[config.mk]
export PLATFORM = sky130hd
export DESIGN_NAME = receptor_serial_flat
export DESIGN_NICKNAME = d
export VERILOG_FILES = /design/src/rtl/receptor_serial_pkg.sv /design/src/rtl/receptor_serial_if.sv /design/src/rtl/receptor_serial_alinea_byte.sv /design/src/rtl/receptor_serial.sv /design/src/flat_wrapper.sv
export SDC_FILE = /design/constraint.sdc
export NUM_CORES = 1
export LEC_CHECK = 0
export ABC_AREA = 1
export BUFFER_PORTS_ARGS = -buffer_cell sky130_fd_sc_hd__buf_2
export CAP_MARGIN = 20
export CORE_MARGIN = 2
export CORE_UTILIZATION = 24
export CTS_CLUSTER_SIZE = 30
export DETAILED_ROUTE_END_ITERATION = 10
export HOLD_SLACK_MARGIN = 0.08
export PLACE_DENSITY = 0.47
export SYNTH_ARGS = -nofsm -noshare
export SYNTH_HDL_FRONTEND = slang
export SYNTH_HIERARCHICAL = 1
export SYNTH_SLANG_ARGS = --single-unit
[constraint.sdc]
create_clock -name clk -period 2.1 [get_ports clk]
set_input_delay 0.315 -clock clk [delete_from_list [all_inputs] [get_ports clk]]
set_output_delay 0.315 -clock clk [all_outputs]
set_load 0.01 [all_outputs]
[src/rtl/receptor_serial_pkg.sv]
// receptor_serial_pkg
// Shared definitions for the serial link receiver (and its transmitter twin):
//   COMMA        - idle/comma byte, the pattern used for byte alignment
//   align_state_e - alignment FSM encodings HUNT / CHECK / LOCKED
//   data_width_e  - dataS codes selecting the packed output width
//   lastIndex()   - final byte index of a packed word for a given width
package receptor_serial_pkg;

    localparam logic [7:0] COMMA = 8'hBC;

    typedef enum logic [1:0] {
        HUNT   = 2'd0,
        CHECK  = 2'd1,
        LOCKED = 2'd2
    } align_state_e;

    typedef enum logic [1:0] {
        WIDTH_8    = 2'b00,
        WIDTH_16   = 2'b01,
        WIDTH_32   = 2'b10,
        WIDTH_RSVD = 2'b11
    } data_width_e;

    // Index of the last byte in a word; 0 means "no packing" (8-bit and
    // the reserved code both behave as plain byte output).
    function automatic logic [1:0] lastIndex(input data_width_e width);
        case (width)
            WIDTH_16: lastIndex = 2'd1;
            WIDTH_32: lastIndex = 2'd3;
            default:  lastIndex = 2'd0;
        endcase
    endfunction

endpackage

[src/rtl/receptor_serial_if.sv]
// receptor_serial_if
// Bundles the receiver's stream input and its received-data outputs.
//   enb, serialIn, dataS                 - driven by the upstream/control side
//   locked, K, dataOut, valid8,
//   dataOut16, valid16, dataOut32, valid32 - driven by the receiver
// master: the side feeding the receiver and consuming its outputs.
// slave:  the receiver itself.
interface receptor_serial_if;

    logic        enb;
    logic        serialIn;
    logic [1:0]  dataS;
    logic        locked;
    logic        K;
    logic [7:0]  dataOut;
    logic        valid8;
    logic [15:0] dataOut16;
    logic        valid16;
    logic [31:0] dataOut32;
    logic        valid32;

    modport master (
        output enb, serialIn, dataS,
        input  locked, K, dataOut, valid8, dataOut16, valid16, dataOut32, valid32
    );

    modport slave (
        input  enb, serialIn, dataS,
        output locked, K, dataOut, valid8, dataOut16, valid16, dataOut32, valid32
    );

endinterface

[src/rtl/receptor_serial_alinea_byte.sv]
// alinea_byte
// Serial-to-byte front end: shifter, bit counter and the HUNT/CHECK/LOCKED
// alignment FSM.
//   clk, rst      - clock and synchronous active-high reset
//   enb_i         - enable; low freezes every register here
//   serial_i      - serial bit stream, MSB first
//   dropLock_i    - forces the FSM back to HUNT (gap limit hit upstream)
//   rxByte_o      - last completed byte (valid while byteStrobe_o is high)
//   isComma_o     - rxByte_o equals COMMA
//   byteStrobe_o  - a byte completed while locked and has not been consumed
//   locked_o      - FSM is in LOCKED
module alinea_byte
    import receptor_serial_pkg::*;
#(
    parameter logic [7:0] COMMA       = receptor_serial_pkg::COMMA,
    parameter int         LOCK_COMMAS = 2
) (
    input  logic       clk,
    input  logic       rst,
    input  logic       enb_i,
    input  logic       serial_i,
    input  logic       dropLock_i,
    output logic [7:0] rxByte_o,
    output logic       isComma_o,
    output logic       byteStrobe_o,
    output logic       locked_o
);

    align_state_e state_q, state_d;
    logic [7:0]   shift_q, shift_d;
    logic [2:0]   bitCnt_q, bitCnt_d;
    logic [7:0]   commaCnt_q, commaCnt_d;
    logic         strobe_q;
    logic         byteDone;
    logic         windowIsComma;

    // The window including the bit arriving on this edge; alignment decisions
    // are made on it so that the byte boundary lands exactly on this edge.
    assign shift_d       = {shift_q[6:0], serial_i};
    assign windowIsComma = (shift_d == COMMA);
    assign byteDone      = (bitCnt_q == 3'd7);

    // State register: FSM, shifter and counters all freeze while enb_i is low.
    always_ff @(posedge clk) begin
        if (rst) begin
            state_q    <= HUNT;
            shift_q    <= 8'h00;
            bitCnt_q   <= 3'd0;
            commaCnt_q <= 8'd0;
        end else if (enb_i) begin
            state_q    <= state_d;
            shift_q    <= shift_d;
            bitCnt_q   <= bitCnt_d;
            commaCnt_q <= commaCnt_d;
        end
    end

    // Next-state logic. HUNT slides bit by bit looking for the comma; once
    // found, the bit counter restarts so every 8th following bit is a byte
    // boundary. CHECK insists on consecutive commas at those boundaries
    // before trusting the alignment.
    always_comb begin
        state_d    = state_q;
        bitCnt_d   = bitCnt_q + 3'd1;
        commaCnt_d = commaCnt_q;
        case (state_q)
            HUNT: begin
                if (windowIsComma) begin
                    bitCnt_d   = 3'd0;
                    commaCnt_d = 8'd1;
                    if (LOCK_COMMAS <= 1) begin
                        state_d = LOCKED;
                    end else begin
                        state_d = CHECK;
                    end
                end
            end
            CHECK: begin
                if (byteDone) begin
                    if (windowIsComma) begin
                        commaCnt_d = commaCnt_q + 8'd1;
                        if (commaCnt_d >= 8'(LOCK_COMMAS)) begin
                            state_d = LOCKED;
                        end
                    end else begin
                        state_d = HUNT;
                    end
                end
            end
            LOCKED: begin
                if (dropLock_i) begin
                    state_d = HUNT;
                end
            end
            default: begin
                state_d = HUNT;
            end
        endcase
    end

    // Byte strobe: raised on the edge that completes a byte while locked.
    // It is held (not cleared) while disabled so a byte finishing just before
    // enb_i drops is still handed to the top level when enb_i returns.
    always_ff @(posedge clk) begin
        if (rst) begin
            strobe_q <= 1'b0;
        end else if (enb_i) begin
            strobe_q <= (state_q == LOCKED) && byteDone && !dropLock_i;
        end
    end

    // Outputs. Right after a byte-completing edge the shifter holds exactly
    // that byte, and it stays there until the next enabled edge consumes it.
    always_comb begin
        locked_o     = (state_q == LOCKED);
        byteStrobe_o = strobe_q;
        rxByte_o     = shift_q;
        isComma_o    = (shift_q == COMMA);
    end

endmodule

[src/rtl/receptor_serial.sv]
// receptor_serial
// Receive side of the serial link: aligns on the comma byte, deserialises
// MSB-first bytes, flags commas as K symbols and re-packs data bytes into
// 8/16/32-bit words.
//   clk, rst  - clock (one serial bit per edge), synchronous active-high reset
//   bus       - receptor_serial_if.slave: enb, serialIn, dataS in;
//               locked, K, dataOut, valid8, dataOut16, valid16,
//               dataOut32, valid32 out
module receptor_serial
    import receptor_serial_pkg::*;
#(
    parameter logic [7:0] COMMA       = receptor_serial_pkg::COMMA,
    parameter int         LOCK_COMMAS = 2,
    parameter int         MAX_GAP     = 64
) (
    input  logic        clk,
    input  logic        rst,
    receptor_serial_if.slave bus
);

    localparam int GAP_W = $clog2(MAX_GAP + 1);

    logic [7:0]  rxByte;
    logic        isComma;
    logic        byteStrobe;
    logic        alignLocked;
    logic        dropLock;
    logic        packByte;
    logic        widthChanged;
    logic [1:0]  lastIdx;
    data_width_e width, widthPrev_q;

    logic             locked_q;
    logic [7:0]       dataOut_q;
    logic             K_q;
    logic             valid8_q;
    logic [15:0]      word16_q;
    logic             valid16_q;
    logic [31:0]      word32_q;
    logic             valid32_q;
    logic [GAP_W-1:0] gap_q;
    logic [1:0]       index_q;
    logic [23:0]      acc_q;

    alinea_byte #(
        .COMMA       (COMMA),
        .LOCK_COMMAS (LOCK_COMMAS)
    ) u_alinea (
        .clk          (clk),
        .rst          (rst),
        .enb_i        (bus.enb),
        .serial_i     (bus.serialIn),
        .dropLock_i   (dropLock),
        .rxByte_o     (rxByte),
        .isComma_o    (isComma),
        .byteStrobe_o (byteStrobe),
        .locked_o     (alignLocked)
    );

    // Width decode plus the events that steer the packer and gap counter.
    // The data byte that brings the gap counter to MAX_GAP is what drops lock.
    always_comb begin
        width        = data_width_e'(bus.dataS);
        lastIdx      = lastIndex(width);
        widthChanged = (width != widthPrev_q);
        packByte     = byteStrobe && !isComma && (lastIdx != 2'd0);
        dropLock     = byteStrobe && !isComma && (gap_q == GAP_W'(MAX_GAP - 1));
    end

    // Output registers, gap counter and word packer. Bytes are shifted into
    // a 24-bit accumulator so that whichever byte finishes a word, the earlier
    // bytes sit in its upper bits in arrival order. A comma, a lock drop or a
    // dataS change throws away the partial word; on a dataS change the byte
    // consumed on that same edge is not packed either. While disabled the
    // strobes are cleared so nothing repeats when enb comes back.
    always_ff @(posedge clk) begin
        if (rst) begin
            locked_q    <= 1'b0;
            dataOut_q   <= 8'h00;
            K_q         <= 1'b0;
            valid8_q    <= 1'b0;
            word16_q    <= 16'h0000;
            valid16_q   <= 1'b0;
            word32_q    <= 32'h0000_0000;
            valid32_q   <= 1'b0;
            gap_q       <= '0;
            index_q     <= 2'd0;
            acc_q       <= 24'h00_0000;
            widthPrev_q <= WIDTH_8;
        end else if (bus.enb) begin
            widthPrev_q <= width;
            locked_q    <= alignLocked && !dropLock;
            valid8_q    <= byteStrobe;
            valid16_q   <= 1'b0;
            valid32_q   <= 1'b0;

            if (byteStrobe) begin
                dataOut_q <= rxByte;
                K_q       <= isComma;
                if (isComma || dropLock) begin
                    gap_q <= '0;
                end else begin
                    gap_q <= gap_q + GAP_W'(1);
                end
            end

            if (widthChanged || dropLock || (byteStrobe && isComma)) begin
                index_q <= 2'd0;
            end else if (packByte) begin
                acc_q <= {acc_q[15:0], rxByte};
                if (index_q == lastIdx) begin
                    index_q <= 2'd0;
                    if (width == WIDTH_16) begin
                        word16_q  <= {acc_q[7:0], rxByte};
                        valid16_q <= 1'b1;
                    end else begin
                        word32_q  <= {acc_q, rxByte};
                        valid32_q <= 1'b1;
                    end
                end else begin
                    index_q <= index_q + 2'd1;
                end
            end
        end else begin
            valid8_q  <= 1'b0;
            valid16_q <= 1'b0;
            valid32_q <= 1'b0;
        end
    end

    // Drive the interface; strobes are additionally masked by enb so they
    // read 0 for the whole time the block is disabled.
    always_comb begin
        bus.locked    = locked_q;
        bus.K         = K_q;
        bus.dataOut   = dataOut_q;
        bus.valid8    = valid8_q && bus.enb;
        bus.dataOut16 = word16_q;
        bus.valid16   = valid16_q && bus.enb;
        bus.dataOut32 = word32_q;
        bus.valid32   = valid32_q && bus.enb;
    end

endmodule

[src/flat_wrapper.sv]
// flat-port wrapper written by rule: the top's interface ports become plain ports
module receptor_serial_flat import receptor_serial_pkg::*;
#(
    parameter logic [7:0] COMMA       = receptor_serial_pkg::COMMA,
    parameter int         LOCK_COMMAS = 2,
    parameter int         MAX_GAP     = 64
)
  (clk, rst, bus_enb, bus_serialIn, bus_dataS, bus_locked, bus_K, bus_dataOut, bus_valid8, bus_dataOut16, bus_valid16, bus_dataOut32, bus_valid32);
  receptor_serial_if bus_i ();
  input  logic clk;
  input  logic rst;
  input wire logic [$bits(bus_i.enb)-1:0] bus_enb;
  input wire logic [$bits(bus_i.serialIn)-1:0] bus_serialIn;
  input wire logic [$bits(bus_i.dataS)-1:0] bus_dataS;
  output wire logic [$bits(bus_i.locked)-1:0] bus_locked;
  output wire logic [$bits(bus_i.K)-1:0] bus_K;
  output wire logic [$bits(bus_i.dataOut)-1:0] bus_dataOut;
  output wire logic [$bits(bus_i.valid8)-1:0] bus_valid8;
  output wire logic [$bits(bus_i.dataOut16)-1:0] bus_dataOut16;
  output wire logic [$bits(bus_i.valid16)-1:0] bus_valid16;
  output wire logic [$bits(bus_i.dataOut32)-1:0] bus_dataOut32;
  output wire logic [$bits(bus_i.valid32)-1:0] bus_valid32;
  assign bus_i.enb = bus_enb;
  assign bus_i.serialIn = bus_serialIn;
  assign bus_i.dataS = bus_dataS;
  assign bus_locked = bus_i.locked;
  assign bus_K = bus_i.K;
  assign bus_dataOut = bus_i.dataOut;
  assign bus_valid8 = bus_i.valid8;
  assign bus_dataOut16 = bus_i.dataOut16;
  assign bus_valid16 = bus_i.valid16;
  assign bus_dataOut32 = bus_i.dataOut32;
  assign bus_valid32 = bus_i.valid32;
  receptor_serial #(.COMMA(COMMA), .LOCK_COMMAS(LOCK_COMMAS), .MAX_GAP(MAX_GAP)) u_core (.clk(clk), .rst(rst), .bus(bus_i));
endmodule
==> metrics.txt, run 1 <==
height of the die=150 um; crit end category=flop; Final nets=between 800 and 900; Antenna Nets Post-Route=0; I/O pin cnt=67; I/O Buffers=66; row count=53; pwr/cell area=between 800 and 900 nW/um2; Setup violations, final=0; drt total wl=around 14,000 um; chip width=around 150 um; FF-to-FF path depth=14; Seq pwr share=0.394; Clock Latency Late Sink=420 ps; reg2reg end=u_core/bus.dataOut16[11]$_SDFFE_PP0P_; highest clock rate=around 490 MHz; area grow syn2layout=35.1%; Sink Count=~120; initial antenna violation count=0; H-tree depth=4; ys async rst share=0; Net Sw Frac=0.219; Lkg Pwr=slightly below 3 nW; TritonRoute pass-1 iters=4; Worst Hold Path Cells=2; CTS Buffer Depth=2; TritonCTS clock tree=built; Primary FF master, synth=dfxtp_1; routability congestion estimate=0.749; Worst-Margin Slew=roughly 400 ps; DR vias/cell=between 4 and 5; internal power=4.51 mW; register area share after synthesis=0.460; Design Area, Final=about 7000 um2; pins over their slew limit=0; core footprint=between 20,000 and 25,000 um2; Pwr Total=about 5.8 mW; Tcrit/Tclk final=0.970; Comb power frac=0.047; Initial DRC Count=389; Max IR drop VDD=~320 uV; Post-Syn Area=between 5000 and 6000 um2; post-place instance area=5900 um2; max-cap violations=0; CTS root buffer=clkbuf_16; skew final=6.34 ps; DR WL/cell=between 10 and 15 um; CTS Buf Count=17; Worst Path Arrival=2350 ps; Final HPWL DP=between 9000 and 10,000 um; GRT Util Overall=0.127; Final Hold Fails=0; reg2reg start=u_core/u_alinea/rxByte_o[6]$_SDFFE_PP0P_; crit path launch type=flop; unrepaired setup endpoints after global routing=true; grt total ovfl=0; CP required=around 2400 ps; ANT cells=0; routed via count=4,636; clk slew on worst S/H paths=approximately 60 ps; largest net degree at the start of global routing=46; Critical Path Sink=u_core/bus.dataOut16[11]$_SDFFE_PP0P_; # fillers=between 2,000 and 2,500; max_slew headroom=0.725; syn nets=between 700 and 800; DRC viols=0; Clock Power Share=0.558; Yosys warnings=6; switching power=1.27 mW; CTS Hold Bufs=0; R2R setup slack=60 ps; Mapped Cells=~710; syn avg cell area=a little over 7 um2; Initial Utilization=0.244; vias in the first global route=approximately 4,400; Crit. Startpoint=u_core/u_alinea/rxByte_o[6]$_SDFFE_PP0P_; synth unique cells=38; CP max FO=8; Seq cells post-synth=between 100 and 150; WS Path Type=reg -> reg; Hold Path Class=in -> reg; DIE AREA=22,600 um2; minimum clock period=~2000 ps; first-pass GRT wire length=22,200 um; Post-synth EDFFs=0; outcome=finished clean; layout cells sized above 1=0.247
[power groups by stage]
stage	Combinational (mW)	Clock [mW]	Sequential [mW]
2_1_floorplan	0.165	0	2.33
3_3_place_gp	0.269	0	2.32
3_5_place_dp	0.268	0	2.32
4_1_cts	0.268	3.29	2.27
5_1_grt	0.309	3.40	2.28
6_report	0.274	3.22	2.28
[state kept, by name (all words and copies together), names as in the netlist]
name / flops
u_core/acc_q: 24
u_core/u_alinea/state_q: 2
u_core/bus.dataOut32: 32
u_core/u_alinea/rxByte_o: 8
u_core/widthPrev_q: 2
u_core/valid8_q: 1
u_core/bus.K: 1
u_core/bus.dataOut16: 16
u_core/valid16_q: 1
u_core/valid32_q: 1
u_core/gap_q: 7
u_core/u_alinea/bitCnt_q: 3
u_core/u_alinea/byteStrobe_o: 1
u_core/bus.locked: 1
u_core/bus.dataOut: 8
u_core/index_q: 2
u_core/u_alinea/commaCnt_q: 8
[kinds of logic (layout without fill, tap and decap cells)]
| family | Yosys count | count (layout) | synth area share |
|---|---|---|---|
| AND/OR/NAND/NOR | 371 | 371 | 0.320 |
| flip-flops | 118 | 118 | 0.460 |
| buffers and inverters | 111 | 217 | 0.0930 |
| AO/OA/AOI/OAI | 100 | 100 | 0.102 |
| adder cells (fa/ha/maj) | 7 | 7 | 0.0170 |
| XOR/XNOR | 5 | 5 | 0.00852 |
[layout by cell type, fill, tap and decap left out, types with 3 or more instances in the layout]
cell type	instances
nand3_2	25
nor3_2	3
clkinv_1	3
buf_2	66
ha_1	7
inv_2	7
clkbuf_16	22
nor2_4	4
buf_12	7
buf_4	30
inv_1	64
clkinv_2	4
dfxtp_1	117
nor4_1	4
xor2_1	3
a21oi_1	66
clkinvlp_4	3
nand3_1	34
bufinv_16	5
o21ai_0	27
nand2_2	6
nand3b_1	3
nor2_1	116
nand2_1	162
nand4_1	3
[metrics by stage]
step | hold WS (ps) | utilization | setup TNS, ps | setup slack (ps) | std cells
final | 147 | 0.330 | 0 | 63.4 | 1093
after global routing | 135 | 0.330 | -2090 | -85.5 | 1093
after CTS | 132 | 0.312 | 0 | 104 | 1079
after detailed placement | 457 | 0.281 | 0 | 109 | 1047
after global placement | 456 | 0.281 | 0 | 121 | 1047
after floorplan | 393 | - | 0 | 148 | 712
[worst max-delay path: stages (launching register included)]
cell,delay (ps)
dfxtp_2,330
inv_2,50
nand4_1,80
nor4_1,280
buf_4,170
inv_2,40
nand2_2,60
nand3b_4,170
nand3_4,100
nor2_8,160
buf_12,150
clkbuf_16,160
nand3_2,70
nand2_2,70
nor2_1,40
[layer usage]
metal / up-vias / wire length (um) / track usage
li1: 2444 / - / -
met1: 2100 / 6540 / 0.167
met2: 72 / 6520 / 0.195
met3: 20 / 680 / 0.0345
met4: 0 / 268 / 0.0538
met5: - / 0 / 0
[how the worst min path moves through the flow]
stage / startpoint / end / slack (ps)
global route: rst / u_core/u_alinea/bitCnt_q[1]$_SDFFE_PP0P_ / 130
global placement: u_core/acc_q[23]$_SDFFE_PP0P_ / u_core/acc_q[23]$_SDFFE_PP0P_ / 460
detailed placement: u_core/acc_q[21]$_SDFFE_PP0P_ / u_core/acc_q[21]$_SDFFE_PP0P_ / 460
floorplan: rst / u_core/u_alinea/bitCnt_q[0]$_SDFFE_PP0P_ / 390
CTS: rst / u_core/u_alinea/bitCnt_q[1]$_SDFFE_PP0P_ / 130
finish: rst / u_core/u_alinea/bitCnt_q[1]$_SDFFE_PP0P_ / 150
[synth_stat cells, types with 3 or more instances]
cell | count | area (um2)
a21oi_1 | 66 | 330
buf_2 | 9 | 45.0
buf_6 | 6 | 67.6
clkbuf_1 | 17 | 63.8
clkinv_1 | 3 | 11.3
dfxtp_1 | 118 | 2360
ha_1 | 7 | 87.6
inv_1 | 65 | 244
inv_2 | 7 | 26.3
nand2_1 | 163 | 612
nand2_2 | 5 | 31.3
nand3_1 | 57 | 285
nand3_2 | 3 | 30.0
nand3b_1 | 3 | 22.5
nand4_1 | 3 | 18.8
nor2_1 | 117 | 439
nor2_4 | 3 | 33.8
nor4_1 | 4 | 25.0
o21ai_0 | 27 | 135
xor2_1 | 3 | 26.3
[area by class of cell]
| type | count | area, um2 | area share |
|---|---|---|---|
| multi-input cells | 483 | 2450 | 0.353 |
| flip-flops and latches | 118 | 2360 | 0.340 |
| repair buffers | 110 | 847 | 0.122 |
| clock buffers | 19 | 453 | 0.0652 |
| well taps | 275 | 344 | 0.0495 |
| inverters | 75 | 287 | 0.0413 |
| clock inverters | 13 | 201 | 0.0290 |
[timing repair]
item / 4_1_cts / 5_1_grt
resized for setup: 0 / 38
endpoints found under the hold margin: 0 / 0
setup buffers: 0 / 7
endpoints found under the setup margin: 0 / 72
(Power assumes the default switching activity.)
==> inputs of run 2 (changes only) <==
- RECOVER_POWER: not set -> 100
==> metrics.txt, run 2 (same netlist as run 1, synthesis figures left out) <==
outcome=finished clean; Clock Power Share=0.559; Lkg Pwr=around 2.6 nW; routed via count=4,647; commonest non-fill, non-tap cell in the layout=nand2_1; Final TNS setup=0 ps; Tcrit/Tclk final=0.971; max_slew headroom=0.727; Final HPWL DP=roughly 9400 um; Initial Utilization=0.244; H-tree depth=4; Slowest cell on crit path=dfxtp_2; TritonRoute pass-1 iters=4; core footprint=~21,000 um2; I/O Buffers=between 60 and 70; Net Sw Frac=0.220; routability congestion estimate=around 0.75; largest net degree at the start of global routing=46; minimum clock period=2040 ps; Final nets=between 800 and 900; DR vias/cell=between 4 and 5; FF-to-FF path depth=14; TritonCTS clock tree=built; Worst Hold Path Cells=2; skew final=about 7.0 ps; Hold Path Class=in -> reg; internal power=4.51 mW; Setup violations, final=0; vias in the first global route=approximately 4,400; unrepaired setup endpoints after global routing=true; DIE AREA=approximately 23,000 um2; CTS Buffer Depth=2; CTS Buf Count=17; crit path launch type=flop; ANT cells=0; Sink Count=roughly 120; WS Path Type=reg -> reg; CP cell instances=inv_2, nand4_1, nor4_1, buf_4, inv_2, nand2_2, nand3b_4, nand3_4, nor2_8, buf_12, clkbuf_16, nand3_2, nand2_2, nor2_1; CP required=roughly 2400 ps; GRT Util Overall=0.127; chip width=about 150 um; pins over their slew limit=0; max reg flops=32; final core occ=0.326; Antenna Nets Post-Route=0; Initial DRC Count=approximately 350; CP delay by family, top=simple AND/OR/NAND/NOR gates; layout cells sized above 1=0.169; height of the die=approximately 150 um; area grow syn2layout=33.4%; max-cap violations=0; switching power=1.27 mW; clk slew on worst S/H paths=60 ps; row count=53; crit end category=flop; drt total wl=about 14,000 um; first-pass GRT wire length=~22,000 um; Worst Path Arrival=2360 ps; Clock Latency Late Sink=between 400 and 500 ps; Pwr Total=5.77 mW; Max stage delay on crit path=around 330 ps; DR WL/cell=between 10 and 15 um; highest clock rate=about 500 MHz; grt total ovfl=0; Worst-Margin Slew=roughly 410 ps; Max IR drop VDD=317 uV; CTS root buffer=clkbuf_16; initial antenna violation count=0; Levels on crit path=14; DRC viols=0; Seq pwr share=0.394; CP max FO=8; Final Hold Fails=0; CP bufs+invs=5; I/O pin cnt=67; commonest cells after routing, fill and taps aside=nand2_1 (162), nor2_1 (117), dfxtp_1 (117), a21oi_1 (66), inv_1 (65); # fillers=2,243; Comb power frac=0.047; pwr/cell area=842 nW/um2
[run 2: cell types whose count changed in the layout (fill, tap and decap cells not counted), sizes merged]
cell	before	now
buf	105	42
clkbuf	24	87
[run 2: timing repair]
item,4_1_cts,5_1_grt
resized for setup,0,38
hold buffers,0,0
endpoints found under the setup margin,0,72
buffers inserted,0,7
endpoints found under the hold margin,0,0
[run 2: power by group through the flow]
stage               clock (mW)  combinational (mW)  sequential [mW]
finish                    3.22               0.273             2.28
global route              3.40               0.308             2.28
CTS                       3.29               0.268             2.27
detailed placement           0               0.268             2.32
global placement             0               0.269             2.32
floorplan                    0               0.165             2.33
[run 2: per-stage QoR]
stage / cells / worst slack (ps) / hold WS (ps) / instance area [um2]
floorplan: 712 / 148 / 393 / 5140
global placement: 1047 / 121 / 456 / 5900
detailed placement: 1047 / 109 / 457 / 5900
CTS: 1079 / 104 / 132 / 6560
global route: 1093 / -85.5 / 135 / 6850
finish: 1093 / 61.2 / 146 / 6850
[run 2: area by class of cell]
class | instances | area [um2] | area share
inverter | 75 | 287 | 0.0418
sequential | 118 | 2360 | 0.345
tap | 275 | 344 | 0.0502
clock inverter | 13 | 201 | 0.0294
multi-input combinational | 483 | 2440 | 0.356
clock buffer | 19 | 453 | 0.0661
timing repair buffer | 110 | 764 | 0.112
[run 2: final timing paths]
path / slack, ps / startpoint / end
worst min register to register: 460 / u_core/acc_q[22]$_SDFFE_PP0P_ / u_core/acc_q[22]$_SDFFE_PP0P_
worst min-delay path: 150 / rst / u_core/u_alinea/bitCnt_q[1]$_SDFFE_PP0P_
worst max-delay path: 60 / u_core/u_alinea/rxByte_o[6]$_SDFFE_PP0P_ / u_core/bus.dataOut16[11]$_SDFFE_PP0P_
worst max register to register: 60 / u_core/u_alinea/rxByte_o[6]$_SDFFE_PP0P_ / u_core/bus.dataOut16[11]$_SDFFE_PP0P_
[run 2: routing by layer]
metal | vias up | wire, um | track usage
met4 | 0 | 297 | 0.0538
met2 | 84 | 6440 | 0.195
met5 | - | 0 | 0
met3 | 22 | 682 | 0.0345
met1 | 2108 | 6750 | 0.167
li1 | 2433 | - | -
